File: config.mk
export PLATFORM = sky130hd
export DESIGN_NAME = snoop_bus_ctrl
export DESIGN_NICKNAME = d
export VERILOG_FILES = /design/src/rtl/snoop_bus_ctrl.sv
export SDC_FILE = /design/constraint.sdc
export NUM_CORES = 1
export LEC_CHECK = 0
export CORE_AREA = 2 2 187 189
export CTS_CLUSTER_SIZE = 40
export DETAILED_ROUTE_END_ITERATION = 10
export DIE_AREA = 0 0 189 191
export SLEW_MARGIN = 10
export SYNTH_ARGS = -nofsm -noshare
export SYNTH_HDL_FRONTEND = slang
export SYNTH_SLANG_ARGS = --single-unit
File: constraint.sdc
create_clock -name clk -period 2.2 [get_ports clk]
set_input_delay 0.44 -clock clk [delete_from_list [all_inputs] [get_ports clk]]
set_output_delay 0.44 -clock clk [all_outputs]
set_load 0.02 [all_outputs]
File: src/rtl/snoop_bus_ctrl.sv
// Shared snoop-bus sequencer: captures the arbiter winner, broadcasts, waits for a response, returns done.
// Latency: grant -> bus_valid 1 cycle; rsp_valid -> done 1 cycle; minimum 4 cycles IDLE-to-IDLE.
// Backpressure: none; gnt is only sampled in IDLE, so the owner holds the bus until done.
module snoop_bus_ctrl #(
    parameter int ADDR_W  = 32,
    parameter int DATA_W  = 32,
    parameter int N_AGENT = 5,
    parameter int TIMEOUT = 16
) (
    input  logic                      clk,
    input  logic                      rst,
    input  logic [N_AGENT-1:0]        gnt,
    input  logic [2*N_AGENT-1:0]      req_cmd,
    input  logic [ADDR_W*N_AGENT-1:0] req_addr,
    input  logic [DATA_W*N_AGENT-1:0] req_wdata,
    output logic                      bus_valid,
    output logic [1:0]                bus_cmd,
    output logic [ADDR_W-1:0]         bus_addr,
    output logic [DATA_W-1:0]         bus_wdata,
    output logic [2:0]                bus_src,
    output logic                      busy,
    input  logic                      rsp_valid,
    input  logic [DATA_W-1:0]         rsp_data,
    output logic [N_AGENT-1:0]        done,
    output logic [DATA_W-1:0]         done_data,
    output logic                      err
);

    localparam logic [1:0] S_IDLE  = 2'd0;
    localparam logic [1:0] S_BCAST = 2'd1;
    localparam logic [1:0] S_WAIT  = 2'd2;
    localparam logic [1:0] S_FIN   = 2'd3;

    localparam int CW = $clog2(TIMEOUT) + 1;
    localparam logic [CW-1:0] CNT_LAST = CW'(TIMEOUT - 1);

    logic [1:0]         state;
    logic [CW-1:0]      cnt;
    logic [2:0]         owner;
    logic               multi_hot;
    logic [N_AGENT-1:0] src_onehot;

    // Lowest-index set bit wins, so a malformed multi-hot grant still has a deterministic owner.
    always_comb begin
        owner = 3'd0;
        for (int i = N_AGENT - 1; i >= 0; i--) begin
            if (gnt[i]) begin
                owner = 3'(i);
            end
        end
    end

    assign multi_hot  = |(gnt & (gnt - N_AGENT'(1)));
    assign src_onehot = N_AGENT'(1) << bus_src;
    assign busy       = (state != S_IDLE);

    always_ff @(posedge clk) begin
        if (rst) begin
            state     <= S_IDLE;
            cnt       <= '0;
            bus_valid <= 1'b0;
            bus_cmd   <= 2'b00;
            bus_addr  <= '0;
            bus_wdata <= '0;
            bus_src   <= 3'd0;
            done      <= '0;
            done_data <= '0;
            err       <= 1'b0;
        end else begin
            case (state)
                S_IDLE: begin
                    done <= '0;
                    err  <= 1'b0;
                    if (|gnt) begin
                        bus_cmd   <= req_cmd[2*owner +: 2];
                        bus_addr  <= req_addr[ADDR_W*owner +: ADDR_W];
                        bus_wdata <= req_wdata[DATA_W*owner +: DATA_W];
                        bus_src   <= owner;
                        bus_valid <= 1'b1;
                        err       <= multi_hot;
                        state     <= S_BCAST;
                    end
                end
                S_BCAST: begin
                    bus_valid <= 1'b0;
                    err       <= 1'b0;
                    cnt       <= '0;
                    state     <= S_WAIT;
                end
                S_WAIT: begin
                    cnt <= cnt + CW'(1);
                    if (rsp_valid) begin
                        done_data <= rsp_data;
                        done      <= src_onehot;
                        state     <= S_FIN;
                    end else if (cnt == CNT_LAST) begin
                        done_data <= '0;
                        done      <= src_onehot;
                        err       <= 1'b1;
                        state     <= S_FIN;
                    end
                end
                S_FIN: begin
                    done  <= '0;
                    err   <= 1'b0;
                    state <= S_IDLE;
                end
                default: begin
                    state <= S_IDLE;
                end
            endcase
        end
    end

endmodule

==> key figures <==
Status
  – Status: finished clean

Finish
  – Register area: 2300 um^2
  – Final instance area: 13400 um^2
  – Multi-input logic area: 4420 um^2
  – Filler cells: 3458
  – Layout cells sized above 1: 6.21%
  – Post-layout util: 39.3%
  – Final Non-Filler Cells: 1875
  – Synth-to-Final Area Change: 83.6%
  – Final #Nets: 1781

Setup path
  – Critical path endpoint category: primary output
  – Critical path buffer and inverter count: 3
  – Crit-path max cell delay: 0.41 ns
  – CP Max Fanout: 3
  – Worst setup SP type: register
  – Worst Path Class, Setup: reg2out
  – CP Data Required Time: 1.76 ns
  – Cell mode on critical path: inv_1
  – Critical Path, Cell by Cell: inv_1 > ha_1 > inv_1 > dlygate4sd2_1
  – R2R depth: 8
  – Delay-heaviest family, CP: buffers and inverters
  – CP Data Arrival Time: 1.57 ns
  – Crit. path cell count: 4
  – CP max-delay cell: dlygate4sd2_1

Global routing
  – Global-route wire length before repair: 54.5 mm
  – Number of global-route vias before repair: 9227
  – Global Route Usage Sum: 19.5%
  – Pin count of the biggest net entering global routing: 78
  – Initial antenna violation count: 4
  – Grt ovf: 0

Pwr
  – Leakage: 4.75 nW
  – Maximum VDD drop: 0.000541 V
  – PD cells: 814 nW/um^2

Clock tree
  – Clock buffer depth: 2
  – Htree depth: 4
  – Root Driver: clkbuf_16
  – Num CTS Buffers: 17
  – CTS tree: yes
  – Clk_lat worst skew: 0.42 ns
  – Clock slew at reported path FFs: 0.06 ns
  – # clock sinks: 115

Placement
  – Port bufs: 478
  – Routability cong.: 0.889
  – Placed Area: 12800 um^2
  – Inst Count DP: 1841
  – Hpwl dp: 26.0 mm

STA
  – Relative slew margins: 66.0%
  – Final hold vios: 0
  – Final Setup Violations: 0
  – Worst-Margin Slew: 0.511 ns
  – Fin. max-slew vios: 0
  – Tcrit/Tclk final: 91.3%
  – Skew final: 0.00533 ns
  – Setup Total Neg Slack: 0 ns
  – Min Tclk post-route: 2.01 ns
  – Peak Freq: 0.498 GHz
  – Unrepaired setup endpoints after global routing: false

Route
  – Antenna-violating nets left: 0
  – Vias/cell: 5.00
  – Routed via count: 9381
  – Initial DRC count: 521
  – Pre-antenna DRT Iters: 5
  – Total wire length: 36.8 mm
  – DRC Markers: 0
  – Mean routed wirelength per cell: 19.6 um

Synthesis
  – Cell count after synthesis: 978
  – #FFs+latches synth: 115
  – Synthesized Nets: 1354
  – Synth Cell Area: 7310 um^2
  – Unique masters post-synth: 46
  – Number of flops mapped to enable cells by yosys: 0
  – YS warnings: 0
  – Top-count cell post-synth: a21oi_1
  – Yosys top cell area share: 31.5%
  – Synth Flop Type: dfxtp_1
  – Area contributors post-synth: dfxtp_1 32%, a21oi_1 8.6%, a21o_1 5.9%, o32ai_1 4.7%, clkbuf_1 4.4%
  – Synth top cells by count: 125 x a21oi_1, 115 x dfxtp_1, 85 x clkbuf_1
  – Seq/Total Area, Yosys: 31.5%
  – Average size of a mapped cell: 7.47 um^2
  – Largest area contributor in the netlist: dfxtp_1
  – Post-synth ARST share: 0%

Floorplanning
  – Die H: 191 um
  – Initial Util: 21.4%
  – IO Count: 479
  – Num rows: 68
  – Core area: 34100 um^2
  – Full die area: 36100 um^2
  – Die W: 189 um

Min path
  – Hold path depth: 2
  – Worst min-delay path category: reg2reg

Flow run
  – Number of max-cap violations: 0
==> registers in the layout, summed over array words and instances (netlist names) <==
signal,flops
bus_valid,1
bus_cmd,2
state,2
done,5
bus_src,3
bus_addr,32
err,1
cnt,5
bus_wdata,32
done_data,32
==> metal layers <==
metal	track usage, %	routed length, um
met1	23.9	15300
met2	32.8	17900
met3	4.50	2370
met4	8.23	1200
met5	0	12
==> report_power, final <==
group	switching, W	internal (W)	leakage, nW
clock network	0.00111	0.00193	0.304
logic	0.00252	0.00241	3.50
registers	0.000323	0.00262	0.943
==> cell families (layout without fill, tap and decap cells) <==
kind of cell               after synthesis  after routing  share of synthesized area, %
AOI/OAI and AO/OA                      427            427                          38.9
and+or+nand+nor                        267            267                          19.3
buffers and inverters                  157            597                          8.49
DFF                                    115            115                          31.5
adders and majority gates                7              7                          1.16
muxes                                    5              5                         0.685
other                                    0              2                             0
==> final timing paths <==
path                            slack [ns]          start       endpoint
worst min register to register        0.45  bus_wdata[24]  bus_wdata[24]
worst min-delay path                  0.45  bus_wdata[24]  bus_wdata[24]
worst max-delay path                  0.19       state[0]           busy
worst max register to register        0.42         cnt[0]        done[0]
==> placed cells by master (no fill, tap or decap), drive strengths merged, types with 2 or more instances in the layout <==
cell,instances
nand3,55
diode,2
nor2b,41
a21o,57
and3,3
o32ai,39
mux2i,5
ha,6
clkdlybuf4s50,472
nor3b,40
nor2,47
clkbuf,19
clkinv,5
dfxtp,115
a22oi,32
bufinv,4
o21bai,39
or2,2
nand2b,9
a21oi,125
a41oi,27
clkinvlp,2
inv,50
a211oi,2
nand2,58
o21ai,60
nor3,4
buf,44
o31ai,39
==> tightest hold or removal path, cell delays in order, from the launching register on <==
cell	delay, ns
dfxtp_1	0.31
inv_1	0.05
o32ai_1	0.05
==> metrics by stage <==
step	setup slack, ns	total power (W)	hold WS (ns)
after floorplan	0.359	0.00530	0.441
after global placement	-0.0579	0.00791	0.440
after detailed placement	-0.0740	0.00794	0.447
after CTS	0.144	0.0111	0.456
after global routing	0.0832	0.0115	0.471
final	0.192	0.0109	0.454
==> final cells by class <==
cell class,instances,share of cell area (%)
multi-input combinational,706,32.9
clock inverter,13,1.35
antenna,2,0.0373
tap,455,4.24
clock buffer,19,3.30
inverter,48,1.34
timing repair buffer,517,39.6
sequential,115,17.2
==> timing repair <==
item / in CTS / in global routing
hold buffers: 0 / 0
gates resized for setup: 1 / 0
setup buffers: 0 / 0
endpoints found under the hold margin: 0 / 0
endpoints found under the setup margin: 1 / 0
No activity file was read; power rests on OpenSTA's default activity.
==> RTL edit 1, RTL diff (same settings) <==
The parameter `TIMEOUT` goes from 16 to 8.
--- a/src/rtl/snoop_bus_ctrl.sv
+++ b/src/rtl/snoop_bus_ctrl.sv
@@ -5,7 +5,7 @@
     parameter int ADDR_W  = 32,
     parameter int DATA_W  = 32,
     parameter int N_AGENT = 5,
-    parameter int TIMEOUT = 16
+    parameter int TIMEOUT = 8
 ) (
     input  logic                      clk,
     input  logic                      rst,
Check against the original RTL: same outputs for any inputs over 4 cycles, from zero or initial values and one cycle with rst high; that may be too few to reach the edited logic, so the function may still have changed.
==> RTL edit 1 against the original RTL <==
- setup slack improved by 4.3 ps
- via count decreased by 1.1%
- synthesized area decreased by 0.14%
- largest power group unchanged
- count of clock-buffer cells in the layout unchanged
- critical path depth unchanged
- clock power decreased by 9.5%
- register-to-register slack got worse by 30 ps
- total power decreased by 2.5%
- routed wire length increased by 0.90%
- sequential cell count decreased by 1
- design area increased by 0.82%
- sequential share of layout area decreased by 0.29 points
- die area unchanged
==> RTL edit 1: results (changes against the original RTL) <==
Run status:
- Run status: completed (unchanged).

GRT:
- The number of antenna violations at the first check in global routing is 1 (was 4).
- The largest net degree at the start of global routing came to 62 (was 78).
- The overall routing resource usage is 19.8% (was 19.5%).
- The wire length of the first global-routing pass is 55200 µm (was 54500 µm).
- The via count of the first global-routing pass was 9402 (was 9227).

Detailed routing:
- The count of TritonRoute iterations in the first routing pass is 4 (was 5).
- The number of vias per cell was 4.88 (was 5.00).
- The post-detailed-routing wire length was 37100 µm (was 36800 µm).
- The via count is 9275 (was 9381).

Critical path:
- The start of the worst register-to-register path is state[0]$_SDFFE_PP0P_ (was cnt[0]$_SDFFE_PP0P_).
- The worst reg2reg path depth was 6 (was 8).
- The setup slack on the worst flop-to-flop path is 390 ps (was 420 ps).
- The maximum fanout count along the critical path is 4 (was 3).
- The reg-to-reg critical path endpoint is state[1]$_SDFFE_PP0P_ (was done[0]$_SDFFE_PP0P_).

Timing:
- The clock skew after layout was 17.5 ps (was 5.33 ps).

Power:
- The leakage power of the design came to 4.82 nW (was 4.75 nW).
- The sequential group share of total power is 27.4% (was 27.0%).
- The maximum vdd drop came to 545 µV (was 541 µV).
- The switching power was 3.98 mW (was 3.96 mW).

Cells and area:
- The final layout net count is 1805 (was 1781).
- The proportion of layout cells with a drive suffix above 1 was 7.97% (was 6.21%).

Worst hold path:
- The end of the worst hold path was bus_src[1]$_SDFFE_PP0P_ (was bus_wdata[24]$_SDFFE_PP0P_).
- The type of the most critical hold path is input pin to register (was register to register).

Place:
- The half-perimeter wire length after detailed placement is 27600 µm (was 26000 µm).
- The final weighted congestion of routability-driven global placement came to 0.938 (was 0.889).

Synthesis:
- The count of mapped cells out of synthesis is 977 (was 978).
- The post-synthesis net count is 1352 (was 1354).
- Leading cell types by count after synthesis: sky130_fd_sc_hd__a21oi_1, sky130_fd_sc_hd__dfxtp_1, sky130_fd_sc_hd__clkbuf_1 (unchanged).
- Top cells by area in the synthesized netlist: sky130_fd_sc_hd__dfxtp_1, sky130_fd_sc_hd__a21oi_1, sky130_fd_sc_hd__a21o_1 (unchanged).
[RTL edit 1: changes by cell type after synthesis, moves of 4 or more]
cell,before,now
sky130_fd_sc_hd__nand2_1,58,64
sky130_fd_sc_hd__a21oi_1,125,115
sky130_fd_sc_hd__buf_1,8,3
sky130_fd_sc_hd__buf_2,13,8
sky130_fd_sc_hd__inv_1,48,44
sky130_fd_sc_hd__nor2b_1,41,37
sky130_fd_sc_hd__clkbuf_1,85,95
sky130_fd_sc_hd__nand3_1,55,61
sky130_fd_sc_hd__a21o_1,57,62
sky130_fd_sc_hd__o21ai_0,57,64
[RTL edit 1: layer usage]
layer	wire (µm)	GRT usage, %	vias to the layer above
met5	0	0	-
met4	1270	8.41	0
met2	18000	33.4	326
li1	-	-	4472
met1	15700	24.4	4412
met3	2150	4.30	65
[RTL edit 1: kinds of logic (layout without fill, tap and decap cells)]
family                   after synthesis  count (layout)  synth area share [%]
buffers and inverters                158             624                  8.88
AND/OR/NAND/NOR                      271             271                  19.4
other                                  0               1                     0
AO/OA/AOI/OAI                        424             424                  38.8
flip-flops                           114             114                  31.3
adder cells (fa/ha/maj)                6               6                 0.995
multiplexers                           4               4                 0.549
[RTL edit 1: area by class of cell]
class / count / area, µm² / area share [%]
timing repair buffer: 548 / 5540 / 41.0
multi-input combinational: 705 / 4400 / 32.5
sequential: 114 / 2280 / 16.9
tap: 455 / 569 / 4.21
clock buffer: 19 / 443 / 3.27
inverter: 44 / 165 / 1.22
clock inverter: 13 / 128 / 0.944
antenna: 1 / 2.50 / 0.0185
[RTL edit 1: through the flow]
step	hold slack [ps]	setup WS, ps	utilization, %	setup TNS, ps
finish	248	196	39.6	0
CTS	223	146	39.6	0
global placement	439	-162	38.0	-8220
global route	238	64.4	39.6	0
floorplan	459	253	-	0
detailed placement	443	-270	38.0	-10010
==> RTL edit 2, RTL diff (same settings) <==
Made on the original files. Register the output `err` once more, cleared by the reset; this adds one clock of latency there. The other outputs are not delayed to match.
--- a/src/rtl/snoop_bus_ctrl.sv
+++ b/src/rtl/snoop_bus_ctrl.sv
@@ -34,6 +34,8 @@
     localparam int CW = $clog2(TIMEOUT) + 1;
     localparam logic [CW-1:0] CNT_LAST = CW'(TIMEOUT - 1);
 
+    logic err_s0;
+
     logic [1:0]         state;
     logic [CW-1:0]      cnt;
     logic [2:0]         owner;
@@ -65,25 +67,25 @@
             bus_src   <= 3'd0;
             done      <= '0;
             done_data <= '0;
-            err       <= 1'b0;
+            err_s0    <= 1'b0;
         end else begin
             case (state)
                 S_IDLE: begin
                     done <= '0;
-                    err  <= 1'b0;
+                    err_s0 <= 1'b0;
                     if (|gnt) begin
                         bus_cmd   <= req_cmd[2*owner +: 2];
                         bus_addr  <= req_addr[ADDR_W*owner +: ADDR_W];
                         bus_wdata <= req_wdata[DATA_W*owner +: DATA_W];
                         bus_src   <= owner;
                         bus_valid <= 1'b1;
-                        err       <= multi_hot;
+                        err_s0    <= multi_hot;
                         state     <= S_BCAST;
                     end
                 end
                 S_BCAST: begin
                     bus_valid <= 1'b0;
-                    err       <= 1'b0;
+                    err_s0    <= 1'b0;
                     cnt       <= '0;
                     state     <= S_WAIT;
                 end
@@ -96,13 +98,13 @@
                     end else if (cnt == CNT_LAST) begin
                         done_data <= '0;
                         done      <= src_onehot;
-                        err       <= 1'b1;
+                        err_s0    <= 1'b1;
                         state     <= S_FIN;
                     end
                 end
                 S_FIN: begin
                     done  <= '0;
-                    err   <= 1'b0;
+                    err_s0 <= 1'b0;
                     state <= S_IDLE;
                 end
                 default: begin
@@ -112,5 +114,13 @@
         end
     end
 
+    always_ff @(posedge clk) begin
+        if (rst) begin
+            err <= '0;
+        end else begin
+            err <= err_s0;
+        end
+    end
+
 endmodule
 
Function: changed (a bounded check fails within 4 cycles, from zero or initial values and one cycle with rst high).
==> RTL edit 2 against the original RTL <==
- sequential cell count up 1
- largest cell class unchanged
- clock skew up 9.1 ps
- total power down 0.95%
- design area about the same
- setup slack worse by 51 ps
- sequential share of layout area up 0.15 points
- synthesized area up 0.74%
- final cell count up 0.32%
- routed wire length down 0.30%
==> RTL edit 2: results (changes against the original RTL) <==
Synthesis:
- Leading cell types by count after synthesis: sky130_fd_sc_hd__a21oi_1, sky130_fd_sc_hd__dfxtp_1, sky130_fd_sc_hd__clkbuf_1 (unchanged).
- The share of the synthesized area in the top cell type is 31.6% (was 31.5%).
- Top cells by area in the synthesized netlist: sky130_fd_sc_hd__dfxtp_1, sky130_fd_sc_hd__a21oi_1, sky130_fd_sc_hd__a21o_1 (unchanged).
- The sequential element share of the synthesized area is 31.6% (was 31.5%).
- The area share of fa/ha/maj cells after synthesis came to 1.16% (about the same).
- The proportion of synthesized area in mux cells is 0.680% (was 0.685%).
- The post-synthesis net count was 1358 (was 1354).

GRT:
- The largest net degree at the start of global routing is 85 (was 78).
- The overall routing resource usage came to 19.7% (was 19.5%).
- The via count of the first global-routing pass is 9468 (was 9227).

Power:
- The leakage power of the design is 4.75 nW (about the same).
- The maximum vdd drop is 487 µV (was 541 µV).

Timing:
- The final worst hold slack is 452 ps (was 454 ps).
- The pin slew with the least headroom to its limit is 900 ps (was 511 ps).

Detailed routing:
- The number of vias per cell came to 4.92 (was 5.00).
- The sum of met3 wire segment lengths after detailed routing is 2630 µm (was 2370 µm).
- The DRC violation total after the first TritonRoute iteration came to 462 (was 521).
- The average routed wire per standard cell is 19.5 µm (was 19.6 µm).
- The met1 routed wirelength after detailed routing is 15200 µm (was 15300 µm).

Critical path:
- The reg-to-reg critical path endpoint is done[2]$_SDFFE_PP0P_ (was done[0]$_SDFFE_PP0P_).

Run status:
- Run status: completed (unchanged).

Place:
- The total cell area at the placement stage came to 0.0128 mm² (about the same).
- The half-perimeter wire length after detailed placement was 26500 µm (was 26000 µm).
- The number of cells in the design after placement came to 1849 (was 1841).

Cells and area:
- The final layout net count is 1789 (was 1781).
- The post-layout instance count excluding filler cells is 1881 (was 1875).
RTL edit 2: layout make-up:
type / count / area (µm²)
clock inverter: 15 / 171
timing repair buffer: 523 / 5320
clock buffer: 17 / 425
multi-input combinational: 708 / 4430
tap: 455 / 569
inverter: 47 / 176
sequential: 116 / 2320
fill: 3471 / 20700
RTL edit 2: where the power goes:
part / internal (mW) / total, mW / switching, mW
Clock: 1.70 / 2.92 / 1.21
Sequential: 2.64 / 2.95 / 0.308
Combinational: 2.43 / 4.94 / 2.52
Total: 6.77 / 10.8 / 4.04
RTL edit 2: stage by stage:
step	power, mW	worst slack [ps]
6_report	10.8	141
5_1_grt	11.4	4.51
4_1_cts	11.0	90.2
3_5_place_dp	7.97	-13.0
3_3_place_gp	7.95	-7.19
2_1_floorplan	5.35	308
RTL edit 2: worst register-to-register path: cells and delay by family (launching register included):
kind,cells,cell delay (ps)
adders and majority gates,2,440
and+or+nand+nor,3,410
DFF,1,330
muxes,2,250
buffers and inverters,1,190
RTL edit 2: worst max-delay path by stage:
stage                                     endpoint  depth (start not counted)  slack, ps
after global routing                          busy                          4          5
after floorplan            bus_cmd[0]$_SDFFE_PP0P_                          8        310
after global placement       state[1]$_SDFFE_PP0P_                          6         -7
after CTS                                     busy                          4         90
after detailed placement  bus_addr[8]$_SDFFE_PP0P_                          5        -10
final                                         busy                          4        140
RTL edit 2: cell families (layout without fill, tap and decap cells):
group / Yosys count / in the layout
AOI/OAI and AO/OA: 426 / 426
adders and majority gates: 7 / 7
buffers and inverters: 158 / 602
DFF: 116 / 116
muxes: 5 / 5
and+or+nand+nor: 270 / 270
RTL edit 2: per-layer routing:
metal / vias up / global-route usage [%]
met2: 353 / 34.4
met4: 6 / 6.88
met3: 54 / 5.16
met5: - / 0
met1: 4396 / 23.2
li1: 4443 / -
